--- config.mk ---
export PLATFORM = sky130hd
export DESIGN_NAME = hive_alu_divide
export DESIGN_NICKNAME = d
export VERILOG_FILES = /design/src/rtl/hive_alu_divide.sv
export SDC_FILE = /design/constraint.sdc
export NUM_CORES = 1
export LEC_CHECK = 0
export CAP_MARGIN = 25
export CORE_MARGIN = 4
export CORE_UTILIZATION = 45
export CTS_CLUSTER_DIAMETER = 100
export CTS_CLUSTER_SIZE = 28
export DETAILED_ROUTE_END_ITERATION = 16
export GPL_ROUTABILITY_DRIVEN = 0
export PLACE_DENSITY = 0.76
export SYNTH_ARGS = -nofsm -noshare
export SYNTH_HDL_FRONTEND = slang
export SYNTH_SLANG_ARGS = --single-unit
--- constraint.sdc ---
create_clock -name clk_i -period 4.6 [get_ports clk_i]
set_input_delay 0.46 -clock clk_i [delete_from_list [all_inputs] [get_ports clk_i]]
set_output_delay 0.46 -clock clk_i [all_outputs]
set_load 0.01 [all_outputs]
--- src/rtl/hive_alu_divide.sv ---
// Iterative radix-2 restoring divider, one quotient bit per cycle, with signed/unsigned
// operands, divide-by-zero reporting and a one-cycle sign-fix stage.
module hive_alu_divide #(
  parameter int DATA_W = 32
) (
  input  logic              clk_i,
  input  logic              rst_i,
  input  logic              start_i,
  input  logic              sgn_i,
  input  logic [DATA_W-1:0] a_i,
  input  logic [DATA_W-1:0] b_i,
  output logic              busy_o,
  output logic              done_o,
  output logic [DATA_W-1:0] quo_o,
  output logic [DATA_W-1:0] rem_o,
  output logic              dbz_o
);

  localparam int CW = $clog2(DATA_W + 1);

  typedef enum logic [1:0] {
    S_IDLE = 2'd0,
    S_CALC = 2'd1,
    S_FIX  = 2'd2
  } state_t;

  state_t            state_q, state_d;
  logic [CW-1:0]     cnt_q, cnt_d;
  logic              sgn_q, sgn_d;
  logic              sq_q, sq_d;
  logic              sr_q, sr_d;
  logic              bz_q, bz_d;
  logic [DATA_W-1:0] div_q, div_d;
  logic [DATA_W-1:0] rem_q, rem_d;
  logic [DATA_W-1:0] quo_q, quo_d;
  logic [DATA_W-1:0] quo_o_q, quo_o_d;
  logic [DATA_W-1:0] rem_o_q, rem_o_d;
  logic              dbz_o_q, dbz_o_d;
  logic              done_q, done_d;

  logic              sa_w, sb_w;
  logic [DATA_W:0]   shift_w, diff_w;

  function automatic logic [DATA_W-1:0] cond_neg(input logic [DATA_W-1:0] v,
                                                 input logic              neg);
    cond_neg = neg ? (~v + {{(DATA_W-1){1'b0}}, 1'b1}) : v;
  endfunction

  assign sa_w = sgn_i & a_i[DATA_W-1];
  assign sb_w = sgn_i & b_i[DATA_W-1];

  // quo_q starts as the dividend magnitude and is shifted out MSb-first while
  // quotient bits are shifted in at the bottom.
  assign shift_w = {rem_q, quo_q[DATA_W-1]};
  assign diff_w  = shift_w - {1'b0, div_q};

  always_comb begin
    state_d = state_q;
    cnt_d   = cnt_q;
    sgn_d   = sgn_q;
    sq_d    = sq_q;
    sr_d    = sr_q;
    bz_d    = bz_q;
    div_d   = div_q;
    rem_d   = rem_q;
    quo_d   = quo_q;
    quo_o_d = quo_o_q;
    rem_o_d = rem_o_q;
    dbz_o_d = dbz_o_q;
    done_d  = 1'b0;

    unique case (state_q)
      S_IDLE: begin
        if (start_i) begin
          sgn_d   = sgn_i;
          sq_d    = sa_w ^ sb_w;
          sr_d    = sa_w;
          bz_d    = (b_i == '0);
          quo_d   = cond_neg(a_i, sa_w);
          div_d   = cond_neg(b_i, sb_w);
          rem_d   = '0;
          cnt_d   = CW'(DATA_W);
          state_d = S_CALC;
        end
      end

      S_CALC: begin
        // Partial remainder stays below the divisor, so DATA_W bits hold it.
        if (!diff_w[DATA_W]) begin
          rem_d = diff_w[DATA_W-1:0];
          quo_d = {quo_q[DATA_W-2:0], 1'b1};
        end else begin
          rem_d = shift_w[DATA_W-1:0];
          quo_d = {quo_q[DATA_W-2:0], 1'b0};
        end
        cnt_d = cnt_q - CW'(1);
        if (cnt_q == CW'(1)) begin
          state_d = S_FIX;
        end
      end

      S_FIX: begin
        // A zero divisor leaves the dividend magnitude in rem_q, so re-applying
        // the dividend sign restores the original a_i.
        quo_o_d = bz_q ? '1 : cond_neg(quo_q, sgn_q & sq_q);
        rem_o_d = cond_neg(rem_q, sgn_q & sr_q);
        dbz_o_d = bz_q;
        done_d  = 1'b1;
        state_d = S_IDLE;
      end

      default: begin
        state_d = S_IDLE;
      end
    endcase
  end

  always_ff @(posedge clk_i or negedge rst_i) begin
    if (!rst_i) begin
      state_q <= S_IDLE;
      cnt_q   <= '0;
      sgn_q   <= 1'b0;
      sq_q    <= 1'b0;
      sr_q    <= 1'b0;
      bz_q    <= 1'b0;
      div_q   <= '0;
      rem_q   <= '0;
      quo_q   <= '0;
      quo_o_q <= '0;
      rem_o_q <= '0;
      dbz_o_q <= 1'b0;
      done_q  <= 1'b0;
    end else begin
      state_q <= state_d;
      cnt_q   <= cnt_d;
      sgn_q   <= sgn_d;
      sq_q    <= sq_d;
      sr_q    <= sr_d;
      bz_q    <= bz_d;
      div_q   <= div_d;
      rem_q   <= rem_d;
      quo_q   <= quo_d;
      quo_o_q <= quo_o_d;
      rem_o_q <= rem_o_d;
      dbz_o_q <= dbz_o_d;
      done_q  <= done_d;
    end
  end

  assign busy_o = (state_q != S_IDLE);
  assign done_o = done_q;
  assign quo_o  = quo_o_q;
  assign rem_o  = rem_o_q;
  assign dbz_o  = dbz_o_q;

endmodule
==> summary.md, run 1 <==
| Metric | Value |
|---|---|
| Power density relative to cell area | 782 mW/mm2 |
| Capturing element type of the critical path | flip-flop |
| Capturing point of the worst reg2reg path | rem_q[16] |
| Number of failing hold endpoints at the final stage | 0 |
| Slew at the pin closest to its max-slew limit | 1.04 ns |
| Area delta synth->final | 18.7% |
| Routed wire length | 30,100 um |
| Setup crit start kind | flip-flop |
| Number of buffer and inverter instances along the worst setup path | 2 |
| Share of synthesized area occupied by flip-flops and latches | 38.4% |
| Finished layout cell area | 0.0135 mm2 |
| Arr. time, crit path | 4.21 ns |
| Startpoint of the worst-slack reg-to-reg timing path | quo_q[31] |
| RSZ-0062 raised after global routing | false |
| Largest stage delay, worst path | 0.79 ns |
| Post-Place Cell Area | 0.0129 mm2 |
| Maximum vdd drop | 345 uV |
| Cell breakdown of the critical path | inv_1 > ha_1 > fa_1 > nand2b_1 > a21oi_1 > o21ai_2 > o31a_1 > a2111oi_4 > nor3_2 > buf_6 > nor2_1 > o211ai_1 |
| Number of antenna violations at the first check in global routing | 0 |
| Height of the die | 167 um |
| Final setup fails | 0 |
| CTS tree | done |
| H-Tree Level Count | 4 |
| Setup slack of the worst register-to-register path | approximately 0.66 ns |
| Number of buffers inserted for hold repair after clock tree synthesis | 0 |
| Initial Util | 46.1% |
| Total Neg Setup Slack | 0 ns |
| Min Clock Period, post-route | 3.94 ns |
| ANT nets after route | 0 |
| CP max FO | 16 |
| Worst skew pair latency | 0.44 ns |
| Die X-Extent | 167 um |
| CP max-delay cell | nor2_1 |
| Diode insertion count for antenna repair | 0 |
| Core region area | 0.0246 mm2 |
| Boundary Pins | about 140 |
| Seq cells post-synth | 174 |
| Hold WC Path Type | in2async |
| Number of nets in the synthesized netlist | 1,447 |
| Proportion of register bits with asynchronous set or reset after synthesis | 100% |
| Final nets | 1,533 |
| Max Clock Freq | 254 MHz |
| Wire length of the first global-routing pass | roughly 50,000 um |
| Post-CTS setup repair buffer count | 0 |
| Clock slew at reported path FFs | 0.07 ns |
| CTS Buf Count | 17 |
| Remaining global-route overflow | 0 |
| Period Utilization, post-route | 85.7% |
| Worst-case clock skew | around 0.013 ns |
| Largest net degree at the start of global routing | 93 |
| Leakage dissipation | 0.00556 uW |
| Number of core rows | 57 |
| Status | finished, final reports clean |
| Ys Warns | 0 |
| Post-synthesis instance area | about 0.011 mm2 |
| Half-perimeter wire length of the detailed placement result | between 20,000 and 25,000 um |
| Num Clock Sinks | roughly 170 |
| PostCTS Resize Cnt | 0 |
| Average detailed-routed wire length per instance | 17.1 um |
| Maximum buffer depth of the clock tree | 2 |
| Number of library cell types mapped by synthesis | 74 |
| Crit path from | quo_q[31] |
| Max-cap viol count | 0 |
| Gate count after technology mapping | 1,340 |
| Count of flip-flops with a built-in enable after synthesis | 0 |
| Total routing usage reported by global routing | 21.5% |
| Number of vias per cell | 5.80 |
| Count of cells along the worst register-to-register path | 12 |
| Data required, critical path | 4.86 ns |
| Kind of critical path | reg2reg |
| Final Max Slew Viols | 0 |
| Total via count after detailed routing | 10,200 |
| Via count of the first global-routing pass | 9,917 |
| Number of buffers inserted by port buffering | around 130 |
| Avg Synthesized Cell Area | 8.47 um2 |
| Clk root buf | clkbuf_16 |
| DRT iter0 DRCs | about 820 |
| Filler Cell Count | 2,177 |
| Cell family contributing the most delay on the critical path | compound AO/OA/AOI/OAI gates |
| Router iterations before antenna repair | 5 |
| Flip-flop cell with the highest count after synthesis | dfrtp_1 |
| Overall die area | 0.0278 mm2 |
| DRC | 0 |
| Tightest slew margin relative to the limit | 30.2% |
| Share of layout cells above drive strength 1 | 4.87% |
-- flip-flops by register name, summed over array words and instances, names as in the netlist --
name,cells
rem_o,32
state_q,2
done_o,1
cnt_q,6
rem_q,32
bz_q,1
dbz_o,1
sgn_q,1
sq_q,1
div_q,32
sr_q,1
quo_q,32
quo_o,32
-- cell usage after synthesis (5+ instances only) --
library cell	instances	area [um2]
xnor2_1	78	683
or3_1	9	56.3
o41ai_1	13	114
a21oi_1	101	505
nand2_1	163	612
xor2_1	65	569
nor3_1	25	125
a221o_1	5	50.1
buf_2	11	55.1
and3_1	7	43.8
o211ai_1	41	308
or4_1	11	82.6
nand3_1	41	205
a31oi_1	10	62.6
a22oi_1	30	225
o21ai_0	146	731
a21o_1	14	105
nor4_1	13	81.3
nand4_1	28	175
inv_1	58	218
nor2_1	86	323
ha_1	38	475
dfrtp_1	174	4350
o21a_1	6	45.0
clkbuf_1	59	221
nor2b_1	5	31.3
nand2b_1	11	68.8
and2_1	8	50.1
o31ai_1	13	97.6
-- metrics by stage --
step                      total power, uW  util (%)  setup slack (ns)  hold WS [ns]  std cells
after global routing                11400      54.8             0.423         0.118       1762
after global placement               8800      52.3             0.813         0.449       1729
after detailed placement             9010      52.4             0.701         0.460       1730
after floorplan                      7260         -              1.57         0.164       1340
after CTS                           10500      54.7             0.654        0.0913       1761
final                               10500      54.8             0.660        0.0145       1762
-- per-layer routing --
metal | GRT usage [%] | part of all wire (%) | wire [um]
met1 | 30.6 | 46 | 13800
met4 | 8.36 | 3.2 | 952
met5 | 0 | 0 | 0
met2 | 32.5 | 44 | 13200
met3 | 4.34 | 7.1 | 2140
-- logic make-up after synthesis --
| group | synth area share, % |
|---|---|
| AND/OR/NAND/NOR | 18.4 |
| multiplexers | 0.0882 |
| adder cells (fa/ha/maj) | 4.36 |
| buffers and inverters | 4.95 |
| AO/OA/AOI/OAI | 22.8 |
| flip-flops | 38.4 |
| XOR/XNOR | 11.0 |
-- cells in the final DEF, fill, tap and decap left out, types with 11 or more instances in the layout --
cell type,instances
o21ai_0,146
a22oi_1,30
clkdlybuf4s50_1,133
o41ai_1,13
inv_1,58
a21oi_1,101
nor3_1,25
a21o_1,14
xor2_1,65
xnor2_1,78
nand4_1,28
dfrtp_1,174
ha_1,38
nor2_1,85
nand3_1,41
o211ai_1,41
clkbuf_16,17
nor4_1,13
or4_1,11
nand2_1,162
o31ai_1,13
-- worst max path at each step --
stage                            to  slack, ns  cells after the start
after global routing      rem_q[16]       0.42                     12
final                     rem_q[16]       0.66                     12
after global placement    rem_q[22]       0.81                     11
after floorplan           rem_q[24]       1.57                     11
after detailed placement  rem_q[22]       0.70                     11
after CTS                 rem_q[22]       0.65                      9
-- worst reg2reg max path, stage by stage, from the launching register on --
cell and delay, ns:
dfrtp_1 0.35, inv_1 0.08, ha_1 0.22, fa_1 0.38, nand2b_1 0.19, a21oi_1 0.25, o21ai_2 0.14, o31a_1 0.39
a2111oi_4 0.47, nor3_2 0.10, buf_6 0.18, nor2_1 0.79, o211ai_1 0.24
-- layout make-up --
type | count | area, um2 | area share [%]
multi-input combinational | 1028 | 6460 | 47.9
tap | 324 | 405 | 3.01
sequential | 174 | 4350 | 32.3
timing repair buffer | 146 | 1470 | 10.9
inverter | 59 | 221 | 1.64
clock inverter | 8 | 81.3 | 0.603
clock buffer | 23 | 488 | 3.62
-- where the power goes --
part           switching, uW  leakage, uW  total [uW]  internal, uW
Combinational           3440      0.00309        6090          2650
Clock                    609     0.000276        1410           802
Sequential               804      0.00220        3040          2230
Note: power is estimated with default switching activity, not from simulation.
==> inputs of run 2 (changes only) <==
--- a/config.mk
+++ b/config.mk
@@ -5,14 +5,14 @@
 export SDC_FILE = /design/constraint.sdc
 export NUM_CORES = 1
 export LEC_CHECK = 0
+export ABC_AREA = 1
 export CAP_MARGIN = 25
 export CORE_MARGIN = 4
 export CORE_UTILIZATION = 45
 export CTS_CLUSTER_DIAMETER = 100
 export CTS_CLUSTER_SIZE = 28
 export DETAILED_ROUTE_END_ITERATION = 16
-export GPL_ROUTABILITY_DRIVEN = 0
-export PLACE_DENSITY = 0.76
+export PLACE_DENSITY = 0.75
 export SYNTH_ARGS = -nofsm -noshare
 export SYNTH_HDL_FRONTEND = slang
 export SYNTH_SLANG_ARGS = --single-unit
==> run 2 against run 1 <==
Compared with the run above: final cell count rose by 44%; wire length up 30%; largest cell class unchanged; via count up 32%; utilization down 1.0 points; fmax is 41% higher; critical endpoint is now rem_q[29]; cell area up 15%; sequential share of layout area is 4.3 points lower.
==> summary.md, run 2 <==
| Metric | Value |
|---|---|
| Flip-flop cell with the highest count after synthesis | dfrtp_1 |
| CTS Buf Count | 17 (unchanged) |
| Share of the synthesized area in the top cell type | 32.7% (-5.7 points) |
| Largest stage delay, worst path | 0.42 ns (-0.37 ns) |
| Hold WC Path Type | reg2reg |
| CP max-delay cell | dfrtp_1 |
| Seq cells post-synth | 174 (unchanged) |
| DRT iter0 DRCs | 1,369 (+68%) |
| Worst-case clock skew | 0.00820 ns (-0.00511 ns) |
| Final Max Slew Viols | 0 (unchanged) |
| Largest net degree at the start of global routing | 119 (+28%) |
| Kind of critical path | reg2reg |
| Total Neg Setup Slack | 0 ns (unchanged) |
| Capturing point of the worst reg2reg path | rem_q[29] |
| Count of cells along the worst register-to-register path | 16 (+4) |
| Worst skew pair latency | 0.45 ns (about the same) |
| Number of nets in the synthesized netlist | 2,146 (+48%) |
| Cell with the most instances after synthesis | nand2_1 |
| CP max FO | 14 (-2) |
| RSZ-0062 raised after global routing | false |
| Overall die area | 0.0324 mm2 (+16%) |
| RD Place Congestion | 0.957 |
| Core region area | 0.0289 mm2 (+18%) |
| Capturing element type of the critical path | flip-flop |
| Diode insertion count for antenna repair | 0 (unchanged) |
| Wire length of the first global-routing pass | 64,300 um (+28%) |
| Avg Synthesized Cell Area | 6.53 um2 (-23%) |
| Post-synthesis instance area | 0.0133 mm2 (+17%) |
| Setup slack of the worst register-to-register path | 1.80 ns (+1.14 ns) |
| Clk root buf | clkbuf_16 |
| Number of failing hold endpoints at the final stage | 0 (unchanged) |
| Total via count after detailed routing | 13,500 (+32%) |
| Total routing usage reported by global routing | 23.9% (+2.4 points) |
| Number of core rows | 62 (+8.8%) |
| Area contributors post-synth | dfrtp_1 33%, nand2_1 17%, inv_1 8.4%, nand3_1 7.6%, nor2_1 6.0% |
| Tightest slew margin relative to the limit | 39.5% (+9.3 points) |
| Slew at the pin closest to its max-slew limit | 0.906 ns (-0.136 ns) |
| Worst hold path startpoint | rem_o[27] |
| Initial Util | 46.0% (-0.11 points) |
| Setup crit start kind | flip-flop |
| Most common library cell in the layout ignoring fill and taps | nand2_1 |
| Count of flip-flops with a built-in enable after synthesis | 0 (unchanged) |
| Most used cells in the layout excluding fill and tap cells | 618 x nand2_1, 296 x inv_1, 212 x nor2_1 |
| Final nets | 2,250 (+47%) |
| DRC | 0 (unchanged) |
| H-Tree Level Count | 4 (unchanged) |
| Worst hold slack | 0.481 ns (+0.466 ns) |
| Routed wire length | 39,300 um (+30%) |
| Cell with the most instances on the worst path | nand2_1 |
| Post-CTS setup repair buffer count | 0 (unchanged) |
| Max-cap viol count | 0 (unchanged) |
| Dominant cell type by area after synthesis | dfrtp_1 |
| Filler Cell Count | 2,849 (+31%) |
| Maximum buffer depth of the clock tree | 2 (unchanged) |
| Boundary Pins | 135 (unchanged) |
| Power density relative to cell area | 209 mW/mm2 (-73%) |
| Number of library cell types mapped by synthesis | 51 (-31%) |
| Max Clock Freq | 357 MHz (+41%) |
| Share of layout cells above drive strength 1 | 4.73% (-0.14 points) |
| Cell types with the highest counts after synthesis | 618 x nand2_1, 297 x inv_1, 213 x nor2_1 |
| Half-perimeter wire length of the detailed placement result | 30,400 um (+37%) |
| Startpoint of the worst-slack reg-to-reg timing path | quo_q[31] |
| Remaining global-route overflow | 0 (unchanged) |
| Router iterations before antenna repair | 6 (+1) |
| Endpoint, Worst Hold | rem_o[27] |
| Data required, critical path | 4.99 ns (+0.13 ns) |
| Via count of the first global-routing pass | 12,600 (+27%) |
| Number of vias per cell | 5.31 (-8.5%) |
| Die X-Extent | 180 um (+7.9%) |
| Num Clock Sinks | 174 (unchanged) |
| Status | finished, final reports clean |
| ANT nets after route | 0 (unchanged) |
| Min Clock Period, post-route | 2.80 ns (-1.14 ns) |
| Number of antenna violations at the first check in global routing | 0 (unchanged) |
| Cell breakdown of the critical path | inv_1 > ha_1 > fa_1 > inv_1 > nand2_1 > nand2_1 > nand3_2 > nand2_2 > nand2_2 > nand2_2 > nand2_4 > nand3_2 > nand3_1 > nand2_1 > nand2_1 > nand2_1 |
| Area delta synth->final | 16.8% |
| Average detailed-routed wire length per instance | 15.5 um (-9.5%) |
| Gate count after technology mapping | 2,039 (+52%) |
| Height of the die | 180 um (+7.9%) |
| Maximum vdd drop | 261 uV (-24%) |
| PostCTS Resize Cnt | 0 (unchanged) |
| CTS tree | done |
| Leakage dissipation | 0.00777 uW (+40%) |
| Proportion of register bits with asynchronous set or reset after synthesis | 100% (unchanged) |
| Ys Warns | 0 (unchanged) |
| Arr. time, crit path | 3.18 ns (-1.03 ns) |
| Number of buffers inserted for hold repair after clock tree synthesis | 1 (+1) |
| Final setup fails | 0 (unchanged) |
| Number of buffers inserted by port buffering | 134 (unchanged) |
| Clock slew at reported path FFs | 0.08 ns (about the same) |
| Period Utilization, post-route | 60.8% (-25 points) |
| Share of synthesized area occupied by flip-flops and latches | 32.7% (-5.7 points) |
| WHS Path Cells | 2 |
[run 2: power breakdown]
group | switching, uW | total (uW) | leakage (uW) | internal (uW)
Combinational | 136 | 228 | 0.00527 | 92.3
Clock | 719 | 1490 | 0.000286 | 776
Sequential | 0 | 1530 | 0.00222 | 1530
Total | 855 | 3250 | 0.00777 | 2400
[run 2: worst max-delay path: cells and delay by family (launching register included)]
kind / cells / cell delay (ns)
adders and majority gates: 2 / 0.60
buffers and inverters: 2 / 0.19
DFF: 1 / 0.42
and+or+nand+nor: 12 / 1.49
[run 2: final cells by class]
cell class                      instances  area (um2)  share of cell area, %
Multi-Input combinational cell       1509        7580                   48.7
Tap cell                              384         480                   3.09
Sequential cell                       174        4350                   28.0
Clock buffer                           17         425                   2.74
Clock inverter                         15         168                   1.08
Timing Repair Buffer                  143        1430                   9.16
Inverter                              298        1120                   7.19
[run 2: cell families (layout without fill, tap and decap cells)]
logic type,after synthesis,in the layout,share of synthesized area (%)
multiplexers,2,2,0.150
AO/OA/AOI/OAI,238,238,10.5
XOR/XNOR,72,72,4.73
adder cells (fa/ha/maj),39,39,3.72
AND/OR/NAND/NOR,1158,1158,37.7
flip-flops,174,174,32.7
buffers and inverters,356,473,10.5
[run 2: metal layers]
metal	track usage, %	part of all wire, %	up-vias
met5	0	0	-
met2	35.8	42	515
met1	36.5	48	6194
met4	5.87	1.9	0
li1	-	-	6717
met3	3.53	7.9	56
[run 2: per-stage QoR]
| step | cells | utilization [%] | setup WS [ns] | total power [uW] | area [um2] |
|---|---|---|---|---|---|
| final | 2540 | 53.7 | 1.80 | 3250 | 15600 |
| after global routing | 2540 | 53.7 | 1.60 | 3380 | 15600 |
| after CTS | 2540 | 53.7 | 1.82 | 3270 | 15600 |
| after detailed placement | 2507 | 51.7 | 1.55 | 1790 | 14900 |
| after global placement | 2507 | 51.7 | 1.60 | 1780 | 14900 |
| after floorplan | 2039 | - | 2.42 | 1650 | 13300 |
[run 2: worst max-delay path by stage]
stage | startpoint | endpoint | slack, ns
final | quo_q[31] | rem_q[29] | 1.80
after global routing | quo_q[31] | rem_q[29] | 1.60
after CTS | quo_q[31] | rem_q[29] | 1.82
after detailed placement | sgn_i | quo_q[26] | 1.55
after global placement | sgn_i | div_q[26] | 1.60
after floorplan | quo_q[31] | rem_q[4] | 2.42
==> inputs of run 3 (changes only) <==
--- a/config.mk
+++ b/config.mk
@@ -12,7 +12,7 @@
 export CTS_CLUSTER_DIAMETER = 100
 export CTS_CLUSTER_SIZE = 28
 export DETAILED_ROUTE_END_ITERATION = 16
-export PLACE_DENSITY = 0.75
+export PLACE_DENSITY = 0.77
 export SYNTH_ARGS = -nofsm -noshare
 export SYNTH_HDL_FRONTEND = slang
 export SYNTH_SLANG_ARGS = --single-unit
==> constraint.sdc (replaced) <==
create_clock -name clk_i -period 2.3 [get_ports clk_i]
set_input_delay 0.23 -clock clk_i [delete_from_list [all_inputs] [get_ports clk_i]]
set_output_delay 0.23 -clock clk_i [all_outputs]
set_load 0.01 [all_outputs]
==> run 3 against run 2 <==
Compared with the run above: clock skew rose by 0.0042 ns; flip-flop and latch count did not move; clock power rose by 110%; utilization rose by 4.1 points; count of clock-buffer cells in the layout did not move; largest cell class unchanged; largest power group is now the clock network; highest routed layer unchanged.
==> summary.md, run 3 (synthesis results as in run 2) <==
| Metric | Value |
|---|---|
| Half-perimeter wire length of the detailed placement result | 32,400 um (+6.4%) |
| Total Neg Setup Slack | 0 ns (unchanged) |
| Maximum buffer depth of the clock tree | 2 (unchanged) |
| DRT iter0 DRCs | 1,423 (+3.9%) |
| Initial Util | 46.0% (unchanged) |
| H-Tree Level Count | 4 (unchanged) |
| Die X-Extent | 180 um (unchanged) |
| Count of cells along the worst register-to-register path | 16 (unchanged) |
| Share of layout cells above drive strength 1 | 11.1% (+6.4 points) |
| Setup crit start kind | flip-flop |
| Core region area | 0.0289 mm2 (unchanged) |
| Data required, critical path | 2.68 ns (-2.31 ns) |
| Max Clock Freq | 440 MHz (+23%) |
| Min Clock Period, post-route | 2.28 ns (-0.523 ns) |
| Max-cap viol count | 0 (unchanged) |
| Hold WC Path Type | in2async |
| Number of antenna violations at the first check in global routing | 0 (unchanged) |
| Worst skew pair latency | 0.45 ns (about the same) |
| Most used cells in the layout excluding fill and tap cells | 613 x nand2_1, 288 x inv_1, 208 x nor2_1 |
| Most common library cell in the layout ignoring fill and taps | nand2_1 |
| Overall die area | 0.0324 mm2 (unchanged) |
| Post-Place Cell Area | 0.0156 mm2 (+4.2%) |
| Final Max Slew Viols | 0 (unchanged) |
| Clock slew at reported path FFs | 0.08 ns (about the same) |
| Status | finished, final reports clean |
| Num Clock Sinks | 174 (unchanged) |
| Total routing usage reported by global routing | 24.8% (+0.85 points) |
| Wire length of the first global-routing pass | 66,600 um (+3.6%) |
| Number of vias per cell | 5.38 (+1.4%) |
| Remaining global-route overflow | 0 (unchanged) |
| Capturing element type of the critical path | flip-flop |
| Router iterations before antenna repair | 6 (unchanged) |
| DRC | 0 (unchanged) |
| Final nets | 2,338 (+3.9%) |
| Finished layout cell area | 0.0167 mm2 (+7.6%) |
| Tightest slew margin relative to the limit | 51.5% (+12 points) |
| Largest net degree at the start of global routing | 59 (-50%) |
| Total via count after detailed routing | 14,100 (+4.9%) |
| Routed wire length | 42,300 um (+7.7%) |
| Period Utilization, post-route | 98.9% (+38 points) |
| Height of the die | 180 um (unchanged) |
| ANT nets after route | 0 (unchanged) |
| CTS tree | done |
| Arr. time, crit path | 2.66 ns (-0.52 ns) |
| Slew at the pin closest to its max-slew limit | 0.725 ns (-0.181 ns) |
| Via count of the first global-routing pass | 12,900 (+3.1%) |
| Power density relative to cell area | 403 mW/mm2 (+93%) |
| Clk root buf | clkbuf_16 |
| Total power | 6740 uW (+110%) |
| RSZ-0062 raised after global routing | true |
| RD Place Congestion | 0.965 (+0.78%) |
| Boundary Pins | 135 (unchanged) |
| Average detailed-routed wire length per instance | 16.1 um (+4.1%) |
| CP max FO | 6 (-8) |
| Number of core rows | 62 (unchanged) |
| Number of failing hold endpoints at the final stage | 0 (unchanged) |
| Worst-case clock skew | 0.0124 ns (+0.00417 ns) |
| Leakage dissipation | 0.00831 uW (+6.9%) |
| Maximum vdd drop | 534 uV (+100%) |
| Number of buffers inserted by port buffering | 134 (unchanged) |
| Final setup fails | 0 (unchanged) |
| CTS Buf Count | 17 (unchanged) |
| Diode insertion count for antenna repair | 0 (unchanged) |
| Area delta synth->final | 25.7% |
| Kind of critical path | reg2reg |
## run 3: worst paths after layout
path	end	slack (ns)	startpoint
setup / recovery	rem_q[10]	0.02	div_q[0]
hold / removal	quo_q[23]	0.32	rst_i
setup reg to reg	rem_q[10]	0.02	div_q[0]
hold reg to reg	div_q[14]	0.49	div_q[14]
max in group asynchronous	state_q[1]	1.32	rst_i
min in group clk_i	div_q[28]	0.46	b_i[28]
## run 3: through the flow
step / util [%] / instances / hold WS [ns] / setup WS (ns)
floorplan: - / 2039 / -0.0656 / 0.116
global placement: 53.8 / 2585 / 0.250 / 0.0347
detailed placement: 53.8 / 2585 / 0.254 / -0.0661
CTS: 56.2 / 2618 / 0.350 / 0.0117
global route: 57.9 / 2628 / 0.381 / -0.0415
finish: 57.9 / 2628 / 0.321 / 0.0250
## run 3: where the power goes
group | total [uW] | switching, uW | leakage [uW] | internal (uW)
clock | 3200 | 1510 | 0.000312 | 1690
combinational | 487 | 280 | 0.00579 | 207
sequential | 3060 | 0 | 0.00221 | 3060
total | 6740 | 1790 | 0.00831 | 4950
## run 3: what timing repair did
action | 4_1_cts | 5_1_grt
gates resized for setup | 5 | 71
pin swaps | 0 | 18
cloned | 0 | 2
setup endpoints to repair | 32 | 35
hold buffers | 1 | 0
endpoints found under the hold margin | 55 | 0
buffers inserted | 0 | 8
## run 3: worst max-delay path: stages (launching register included)
cell and delay [ns]:
dfrtp_1 0.41, ha_4 0.18, fa_2 0.36, inv_2 0.08
nand2_2 0.06, nand2_2 0.08, nand3_2 0.07, nand2_2 0.09
nand2_4 0.07, nand2_4 0.07, nand2_4 0.08, nand2_4 0.12
nand2_4 0.08, buf_4 0.18, nand3_1 0.10, nand3_1 0.10
nand2_1 0.08
## run 3: cell type report
type	instances	area, um2
clock inverter	15	216
tap	384	480
fill	2688	12200
sequential	174	4360
inverter	298	1120
clock buffer	17	425
timing repair buffer	230	2160
multi-input combinational	1510	7980
## run 3: layer usage
metal / global-route usage, % / wire [um]
met1: 37.4 / 19200
met2: 37.3 / 18600
met3: 4.02 / 3830
met4: 6.02 / 701
met5: 0 / 0
